**src/rtl/pulse_sync_rx_if.sv**
```systemverilog
// Handshake bundle between a req/ack source-side consumer and pulse_sync_rx.
// master drives req/ready; slave is the synchronizer endpoint.
interface pulse_sync_rx_if #(
    parameter int EVT_CNT_W = 8
);
    logic                 req_in;
    logic                 ack_out;
    logic                 sig_sync;
    logic                 sig_ready;
    logic                 busy;
    logic [EVT_CNT_W-1:0] evt_cnt;
    logic                 timeout_err;

    modport master (
        output req_in,
        output sig_ready,
        input  ack_out,
        input  sig_sync,
        input  busy,
        input  evt_cnt,
        input  timeout_err
    );

    modport slave (
        input  req_in,
        input  sig_ready,
        output ack_out,
        output sig_sync,
        output busy,
        output evt_cnt,
        output timeout_err
    );
endinterface

```
**src/rtl/pulse_sync_rx.sv**
```systemverilog
// Receive end of a 4-phase req/ack pulse synchronizer with valid/ready delivery.
// Optional ack timeout monitor: define PULSE_SYNC_RX_TIMEOUT_EN.
module pulse_sync_rx #(
    parameter int SYNC_STAGES = 2,
    parameter int EVT_CNT_W   = 8,
    parameter int TIMEOUT_CYC = 255
) (
    input  logic                  clk,
    input  logic                  rst,
    pulse_sync_rx_if.slave        bus
);
    typedef enum logic [1:0] {
        IDLE = 2'd0,
        PEND = 2'd1,
        ACK  = 2'd2
    } state_e;

    localparam logic [EVT_CNT_W-1:0] CNT_MAX = '1;

    logic [SYNC_STAGES-1:0] sync_q;
    logic                   req_s;
    state_e                 state_q, state_d;
    logic [EVT_CNT_W-1:0]   evt_cnt_q, evt_cnt_d;
    logic                   xfer;

    // Only this chain touches the asynchronous request level.
    always_ff @(posedge clk or posedge rst) begin
        if (rst) begin
            sync_q <= '0;
        end else begin
            sync_q <= {sync_q[SYNC_STAGES-2:0], bus.req_in};
        end
    end

    assign req_s = sync_q[SYNC_STAGES-1];
    assign xfer  = (state_q == PEND) && bus.sig_ready;

    always_ff @(posedge clk or posedge rst) begin
        if (rst) begin
            state_q   <= IDLE;
            evt_cnt_q <= '0;
        end else begin
            state_q   <= state_d;
            evt_cnt_q <= evt_cnt_d;
        end
    end

    always_comb begin
        state_d = state_q;
        unique case (state_q)
            IDLE:    if (req_s) state_d = PEND;
            PEND:    if (xfer) state_d = ACK;
            ACK:     if (!req_s) state_d = IDLE;
            default: state_d = IDLE;
        endcase
    end

    always_comb begin
        evt_cnt_d = evt_cnt_q;
        if (xfer && evt_cnt_q != CNT_MAX) begin
            evt_cnt_d = evt_cnt_q + 1'b1;
        end
    end

    always_comb begin
        bus.sig_sync = (state_q == PEND);
        bus.ack_out  = (state_q == ACK);
        bus.busy     = (state_q != IDLE);
        bus.evt_cnt  = evt_cnt_q;
    end

`ifdef PULSE_SYNC_RX_TIMEOUT_EN
    localparam int TMO_W = (TIMEOUT_CYC < 1) ? 1 : $clog2(TIMEOUT_CYC + 1);
    localparam logic [TMO_W-1:0] TMO_MAX = TMO_W'(TIMEOUT_CYC);

    logic [TMO_W-1:0] tmo_cnt_q, tmo_cnt_d;
    logic             tmo_err_q, tmo_err_d;

    always_ff @(posedge clk or posedge rst) begin
        if (rst) begin
            tmo_cnt_q <= '0;
            tmo_err_q <= 1'b0;
        end else begin
            tmo_cnt_q <= tmo_cnt_d;
            tmo_err_q <= tmo_err_d;
        end
    end

    // Count stays parked at the limit; the flag is sticky until reset.
    always_comb begin
        tmo_cnt_d = tmo_cnt_q;
        tmo_err_d = tmo_err_q;
        if (state_q != ACK && state_d == ACK) begin
            tmo_cnt_d = '0;
        end else if (state_q == ACK && req_s && tmo_cnt_q != TMO_MAX) begin
            tmo_cnt_d = tmo_cnt_q + 1'b1;
        end
        if (state_q == ACK && tmo_cnt_d == TMO_MAX) begin
            tmo_err_d = 1'b1;
        end
    end

    assign bus.timeout_err = tmo_err_q;
`else
    logic unused_tmo;
    assign unused_tmo      = (TIMEOUT_CYC == 0);
    assign bus.timeout_err = 1'b0;
`endif
endmodule

```
**src/flat_wrapper.sv**
```systemverilog
// flat-port wrapper written by rule: the top's interface ports become plain ports
module pulse_sync_rx_flat 
#(
    parameter int SYNC_STAGES = 2,
    parameter int EVT_CNT_W   = 8,
    parameter int TIMEOUT_CYC = 255
)
  (clk, rst, bus_req_in, bus_sig_ready, bus_ack_out, bus_sig_sync, bus_busy, bus_evt_cnt, bus_timeout_err);
  pulse_sync_rx_if #(.EVT_CNT_W(EVT_CNT_W)) bus_i ();
  input  logic clk;
  input  logic rst;
  input wire logic [$bits(bus_i.req_in)-1:0] bus_req_in;
  input wire logic [$bits(bus_i.sig_ready)-1:0] bus_sig_ready;
  output wire logic [$bits(bus_i.ack_out)-1:0] bus_ack_out;
  output wire logic [$bits(bus_i.sig_sync)-1:0] bus_sig_sync;
  output wire logic [$bits(bus_i.busy)-1:0] bus_busy;
  output wire logic [$bits(bus_i.evt_cnt)-1:0] bus_evt_cnt;
  output wire logic [$bits(bus_i.timeout_err)-1:0] bus_timeout_err;
  assign bus_i.req_in = bus_req_in;
  assign bus_i.sig_ready = bus_sig_ready;
  assign bus_ack_out = bus_i.ack_out;
  assign bus_sig_sync = bus_i.sig_sync;
  assign bus_busy = bus_i.busy;
  assign bus_evt_cnt = bus_i.evt_cnt;
  assign bus_timeout_err = bus_i.timeout_err;
  pulse_sync_rx #(.SYNC_STAGES(SYNC_STAGES), .EVT_CNT_W(EVT_CNT_W), .TIMEOUT_CYC(TIMEOUT_CYC)) u_core (.clk(clk), .rst(rst), .bus(bus_i));
endmodule
```
**config.mk**
```make
export PLATFORM = sky130hd
export DESIGN_NAME = pulse_sync_rx_flat
export DESIGN_NICKNAME = d
export VERILOG_FILES = /design/src/rtl/pulse_sync_rx_if.sv /design/src/rtl/pulse_sync_rx.sv /design/src/flat_wrapper.sv
export SDC_FILE = /design/constraint.sdc
export NUM_CORES = 1
export LEC_CHECK = 0
export BUFFER_PORTS_ARGS = -buffer_cell sky130_fd_sc_hd__buf_2
export CORE_MARGIN = 3
export CORE_UTILIZATION = 40
export CTS_BUF_LIST = sky130_fd_sc_hd__clkbuf_8
export DETAILED_ROUTE_END_ITERATION = 16
export PLACE_DENSITY = 0.63
export SLEW_MARGIN = 10
export SYNTH_ARGS = -nofsm -noshare
export SYNTH_HDL_FRONTEND = slang
export SYNTH_SLANG_ARGS = --single-unit
```
**constraint.sdc**
```tcl
create_clock -name clk -period 2.1 [get_ports clk]
set_clock_uncertainty 0.2 [all_clocks]
set_input_delay 0.21 -clock clk [delete_from_list [all_inputs] [get_ports clk]]
set_output_delay 0.21 -clock clk [all_outputs]
set_load 0.05 [all_outputs]
```
Yosys cells after proc, flatten, opt, wreduce, memory -nomap -nowiden
Index checks and enable logic that the tools add are counted.

Register bits: 12. Latch bits: 0. RAM bits: 0. ROM bits: 0. Input port bits: 4. Output and inout port bits: 12. Word-level logic and storage cells: 19. Memories kept: 0.

Add/subtract/negate cells: 1. Multipliers: 0. Divide/modulo/power cells: 0. Magnitude comparators: 0. Equality and inequality tests: 6. Shift-type cells: 0. Multiplexer cells: 4. Bitwise operators: 0. Reductions and logical operators: 5.

Operator list (count): $add 8x1->8 const B (1); $ne 8x8->1 const B (1); $mux 2 (3); $pmux 2 s3 (1); $ne 2x1->1 const B (2); $reduce_and 3->1 (1); $eq 2x1->1 const B (1); $eq 2x2->1 const B (1); $logic_and 1x1->1 (2); $logic_not 2->1 (1); $ne 2x2->1 const B (1); $reduce_bool 2->1 (1).

Depth between registers and ports, before layout
Gate-level depths: netlist of the first run.

Depth in word-level cells: 4. Depth in mapped cells: 5. Depth with buffers taken out: 5.

Least setup slack after synthesis of the first run
Ideal clock, no wire load.

Path kind: flip-flop to flip-flop. Start: register u_core.evt_cnt_q[0], in the netlist u_core.bus.evt_cnt[0]. End: register u_core.evt_cnt_q[1], in the netlist u_core.bus.evt_cnt[1]. Setup time: 125 ps. Arrival: 1610 ps. Path slack: 165 ps. Cell stages (with the launch flop): 5. Path buffers: 0. Clock period less this slack: 1935 ps. Cells stage by stage: dfrtp_1 > ha_1 > nand2_1 > o21ai_2 > mux2_2.

Word-level cells in the longest chain between the ends: 2.

RTL lines: from (decl) (line pulse_sync_rx.sv:23) `logic [EVT_CNT_W-1:0] evt_cnt_q, evt_cnt_d;`; from (signal assigned) (line pulse_sync_rx.sv:44) `evt_cnt_q <= evt_cnt_d;`; parallel branches: the longest is 2 deep, another holds $add 8x1->8.

Parallel ways; which one is timed is not known. A chain may end at the register's enable or synchronous reset.

Worst setup path in the final report of the first run
Start: input port bus_sig_ready. End: register u_core.evt_cnt_q[7], in the netlist u_core.bus.evt_cnt[7].

Word-level cells in the longest chain between the ends: 2.

RTL lines: from (decl) (line flat_wrapper.sv:13) `input wire logic [$bits(bus_i.sig_ready)-1:0] bus_sig_ready;`; $logic_and 1x1->1 (line pulse_sync_rx.sv:36) `assign xfer = (state_q == PEND) && bus.sig_ready;`; $logic_and 1x1->1 (line pulse_sync_rx.sv:60) `if (xfer && evt_cnt_q != CNT_MAX) begin`.

No other way between the ends.

==> results_dict.tcl, run 1 <==
set metrics [dict create \
    outcome "finished clean" \
    finalCritPeriodShare_pct 88.8 \
    dpl.hpwl_um 708 \
    setup.worst_path.end_class "register" \
    worstPathArrival_ps 1790 \
    cts_root_buf "clkbuf_8" \
    cts_num_sinks 12 \
    cp_top_family "buffers and inverters" \
    cts_hold_buf 3 \
    max_freq_mhz 536 \
    gr-total-overflow 0 \
    drc 0 \
    drive_gt1_share_pct 35.7 \
    yosysMostFrequentCell "dfrtp_1" \
    ant_nets 0 \
    power.density_nw_per_um2 1640 \
    timing.critical_path.slowest_stage_cell "dlygate4sd3_1" \
    synth_cells 51 \
    final_nets 76 \
    grt_pass1_wl_mm 1.75 \
    maxCapViolCount 0 \
    syn2layout_area_growth_pct 26.6 \
    crit_chain "dlygate4sd3_1 -> buf_2 -> and3b_1 -> nand4_4 -> nor3_2 -> mux2_2" \
    die_w_um 44.2 \
    ys_seq_area_share_pct 51.4 \
    leakage_nw 0.351 \
    async_flop_share_pct 100 \
    antenna_found_initial 0 \
    synth_edf_count 0 \
    dpl_cell_area_um2 654 \
    cp_max_fo 6 \
    antenna_cells 0 \
    place_congestion 0.704 \
    fin_setup_tns_ps 0 \
    path_clk_slew_ps 50 \
    track_usage_pct 12.6 \
    grt_max_degree 13 \
    yosysTopAreaCell "dfrtp_1" \
    stdcell_area_um2 739 \
    synth_top_area_share_pct 51.4 \
    die_y_um 44.2 \
    worst_hold_slack_ps 145 \
    drv_slew 0 \
    cts_max_level 1 \
    preCtsSetupSlack_ps 372 \
    drt-wirelength-per-cell_um 11.7 \
    cts_buffers 3 \
    synth_warnings 0 \
    crit_buf_inv 2 \
    peakVddDrop_mv 0.937 \
    coreArea_um2 1330 \
    clk_latency_ps 240 \
    drtIter0Drc 6 \
    fp-row-count 13 \
    min_period_ps 1870 \
    cts_resized 0 \
    fin_ws_ps 234 \
    port_buffers 14 \
    cts_tree "built" \
    hold_path_class "register to register" \
    synth_area_per_cell_um2 11.5 \
    io-pin-count 16 \
    wirelength_um 994 \
    synthesis.area_um2 584 \
    synth_common_cells "dfrtp_1, nand2_1" \
    critical_path.max_stage_delay_ps 520 \
    postCtsSetupRepairBufs 0 \
    vias 433 \
    ys_ff_latch 12 \
    worst-setup-path-type "input port to register" \
    synth_ff_type "dfrtp_1" \
    synthDistinctLibCells 27 \
    worst_setup_path_start_kind "input port" \
    syn-num-nets 56 \
    setup_viol 0 \
    finalHoldViolCount 0 \
    worstPathRequired_ps 2020 \
    die_area_um2 1960 \
    rsz0062_at_grt "false" \
    firstDrtPassIters 2 \
    grt_pass1_vias 390 \
    routed_via_density 5.09 \
    yosys-top-cells-area "dfrtp_1, mux2_2, xnor2_1" \
    clk_path_buf_depth 2 \
    start_util_pct 43.8 \
]
[worst paths after layout]
kind / cells past startpoint / to / start / slack [ps]
max: 6 / u_core.bus.evt_cnt[7] / bus_sig_ready / 230
min: 0 / u_core.sync_q[1] / u_core.sync_q[0] / 140
max reg2reg: 4 / u_core.bus.evt_cnt[7] / u_core.state_q[1] / 350
min reg2reg: 0 / u_core.sync_q[1] / u_core.sync_q[0] / 140
max in group asynchronous: 3 / u_core.bus.evt_cnt[7] / rst / 1060
min in group asynchronous: 3 / u_core.bus.evt_cnt[6] / rst / 320
[cell usage in the layout (no fill, tap or decap), types with 2 or more instances in the layout]
| cell type | instances |
|---|---|
| nor2_1 | 3 |
| nor2b_1 | 2 |
| buf_2 | 14 |
| nand2_1 | 5 |
| mux2_2 | 3 |
| xnor2_1 | 3 |
| dlygate4sd3_1 | 3 |
| a21oi_1 | 3 |
| dfrtp_1 | 12 |
| clkbuf_8 | 4 |
[cells by family after synthesis]
family | share of synthesized area, %
adder cells (fa/ha/maj) | 2.14
AND/OR/NAND/NOR | 20.3
multiplexers | 5.78
AO/OA/AOI/OAI | 11.4
buffers and inverters | 3.85
flip-flops | 51.4
other | 0.642
XOR/XNOR | 4.50
[where the power goes]
part	switching [mW]	internal [mW]	total, mW	leakage [nW]
Sequential	0.105	0.302	0.407	0.151
Combinational	0.401	0.158	0.559	0.172
Clock	0.0808	0.165	0.246	0.0288
Total	0.586	0.625	1.21	0.351
[registers in the layout, indices dropped and copies added, names as in the netlist]
name,flops
u_core.bus.evt_cnt,8
u_core.state_q,2
u_core.sync_q,2
[routing by layer]
layer	GRT usage [%]	vias up	share of wire [%]
li1	-	216	-
met3	7.32	2	8.1
met4	5.42	0	1.0
met2	17.4	14	43
met5	0	-	0
met1	15.7	201	47
[through the flow]
stage	util, %	std cells	power [mW]
3_5_place_dp	49.1	78	0.965
3_3_place_gp	49.1	78	0.965
6_report	55.4	85	1.21
2_1_floorplan	-	51	0.861
5_1_grt	55.4	85	1.28
4_1_cts	55.4	85	1.22
[cell type report]
| cell class | instances | area, um2 |
|---|---|---|
| fill | 130 | 594 |
| sequential | 12 | 300 |
| multi-input combinational | 36 | 262 |
| timing repair buffer | 17 | 100 |
| clock buffer | 4 | 55.1 |
| tap | 15 | 18.8 |
| inverter | 1 | 3.75 |
Note: power is estimated with default switching activity, not from simulation.
==> run 2: changes to the inputs <==
ABC_AREA = 1   (was default)
PLACE_DENSITY = 0.62   (was 0.63)
SETUP_SLACK_MARGIN = 0.3   (was default)
clock period = 2.04 ns   (was 2.1 ns; I/O delays follow)
==> run 2 against run 1 <==
Net effect: cell count up 40%; setup slack improved by 230 ps; synthesized cell count up 65%; sequential power down 11%; first-iteration DRC count is 50% higher; sequential share of layout area decreased by 3.7 points; critical endpoint is now bus_busy; highest routed layer is now met3; critical path depth down 4; via count is 27% higher.
==> results_dict.tcl, run 2 <==
set metrics [dict create \
    vias 551 \
    rsz0062_at_grt "false" \
    hold_path_class "register to register" \
    synth_warnings 0 \
    drv_slew 0 \
    synthesis.area_um2 658 \
    track_usage_pct 14.7 \
    cts_tree "built" \
    cts_max_level 1 \
    synth_top_area_share_pct 45.6 \
    final_cell_mix "nand2_1, buf_2, inv_1" \
    coreArea_um2 1520 \
    multi_input_area_um2 294 \
    min_period_ps 1570 \
    ant_nets 0 \
    antenna_found_initial 0 \
    die_y_um 46.6 \
    maxCapViolCount 0 \
    firstDrtPassIters 4 \
    place_congestion 0.802 \
    cts_num_sinks 12 \
    worstPathArrival_ps 1170 \
    r2r_cells 7 \
    max_freq_mhz 636 \
    yosysTopAreaCell "dfrtp_1" \
    die_w_um 46.6 \
    setup_viol 0 \
    antenna_cells 0 \
    regArea_um2 303 \
    whs_path_depth 0 \
    drc 0 \
    synth_common_cells "nand2_1, dfrtp_1, inv_1" \
    grt_pass1_vias 534 \
    setup.worst_path.end_class "output port" \
    postCtsSetupRepairBufs 0 \
    peakVddDrop_mv 0.901 \
    power.density_nw_per_um2 1370 \
    clk_latency_ps 240 \
    syn-num-nets 89 \
    cts_buffers 3 \
    ys_seq_area_share_pct 45.6 \
    drtIter0Drc 9 \
    worst-setup-path-type "register to output port" \
    fillers 147 \
    worstPathRequired_ps 1640 \
    fp-row-count 14 \
    path_clk_slew_ps 50 \
    yosys-top-cells-area "dfrtp_1, nand2_1, inv_1" \
    dpl.hpwl_um 925 \
    yosysMostFrequentCell "nand2_1" \
    drive_gt1_share_pct 28.2 \
    p_total_mw 1.12 \
    start_util_pct 43.2 \
    syn2layout_area_growth_pct 24.7 \
    fin_setup_tns_ps 0 \
    grt_pass1_wl_mm 2.16 \
    startpoint "u_core.state_q[0]" \
    worst_setup_path_start_kind "register" \
    hp-start "u_core.sync_q[0]" \
    outcome "finished clean" \
    final_nets 109 \
    cp_max_fo 4 \
    io-pin-count 16 \
    synth_cells 84 \
    synth_edf_count 0 \
    synthDistinctLibCells 19 \
    r2r-start "u_core.bus.evt_cnt[0]" \
    die_area_um2 2170 \
    routed_via_density 4.63 \
    finalHoldViolCount 0 \
    leakage_nw 0.453 \
    cts_root_buf "clkbuf_8" \
    grt_max_degree 13 \
    async_flop_share_pct 100 \
    layout_commonest_cell "nand2_1" \
    synth_area_per_cell_um2 7.83 \
    ys_ff_latch 12 \
    finalCritPeriodShare_pct 77.1 \
    largest_reg_flops 8 \
    gr-total-overflow 0 \
    drt-wirelength-per-cell_um 10.8 \
    clk_path_buf_depth 2 \
    wirelength_mm 1.29 \
    synth_ff_type "dfrtp_1" \
    port_buffers 14 \
]
==> run 2: cell count changes in the layout (fill, tap and decap cells not counted), sizes merged, moves of 3 or more <==
| cell | change |
|---|---|
| mux2 | -3 |
| nand2 | +26 |
| inv | +12 |
| nor2 | +5 |
| a21oi | -3 |
| nand3 | +7 |
==> run 2: critical path: stages (launching register included) <==
cell and delay [ps]:
dfrtp_1 400, or2_2 310, buf_2 210
==> run 2: through the flow <==
stage / worst slack [ps] / std cells / util [%] / hold WS, ps / area [um2]
after floorplan: 436 / 84 / - / -131 / 661
after global placement: 565 / 112 / 48.3 / 38.5 / 736
after detailed placement: 539 / 112 / 48.3 / 44.3 / 736
after CTS: 457 / 119 / 53.9 / 153 / 821
after global routing: 435 / 119 / 53.9 / 164 / 821
final: 468 / 119 / 53.9 / 150 / 821
==> run 2: worst paths after layout <==
kind | end | slack [ps]
min in group asynchronous | u_core.sync_q[1] | 320
worst max register to register | u_core.bus.evt_cnt[2] | 520
worst max-delay path | bus_busy | 470
worst min-delay path | u_core.sync_q[1] | 150
max in group asynchronous | u_core.bus.evt_cnt[0] | 970
worst min register to register | u_core.sync_q[1] | 150
==> run 2: kinds of logic (layout without fill, tap and decap cells) <==
logic type / Yosys count / in the layout / share of synthesized area (%)
buffers and inverters: 15 / 34 / 9.69
adder cells (fa/ha/maj): 1 / 1 / 1.90
other: 1 / 1 / 0.570
XOR/XNOR: 1 / 1 / 1.33
flip-flops: 12 / 12 / 45.6
AND/OR/NAND/NOR: 52 / 52 / 38.6
AO/OA/AOI/OAI: 2 / 2 / 2.28
==> run 2: routing by layer <==
layer,GRT usage (%),wire (um)
met5,0,0
met4,5.11,0
met3,5.86,65
met2,25.0,666
met1,16.3,558
==> run 2: what timing repair did <==
action | 4_1_cts | 5_1_grt
gates resized for setup | 0 | 0
hold endpoints to repair | 14 | 0
hold buffers | 3 | 0
==> run 2: layout make-up <==
type	instances	area share (%)
Tap cell	16	2.44
Inverter	13	5.95
Timing Repair Buffer	17	12.2
Clock buffer	4	6.71
Multi-Input combinational cell	57	35.8
Sequential cell	12	36.9
==> run 2: power breakdown <==
part,switching (mW),internal (mW),total (mW)
Clock,0.0864,0.170,0.257
Combinational,0.375,0.128,0.503
Sequential,0.0676,0.296,0.363
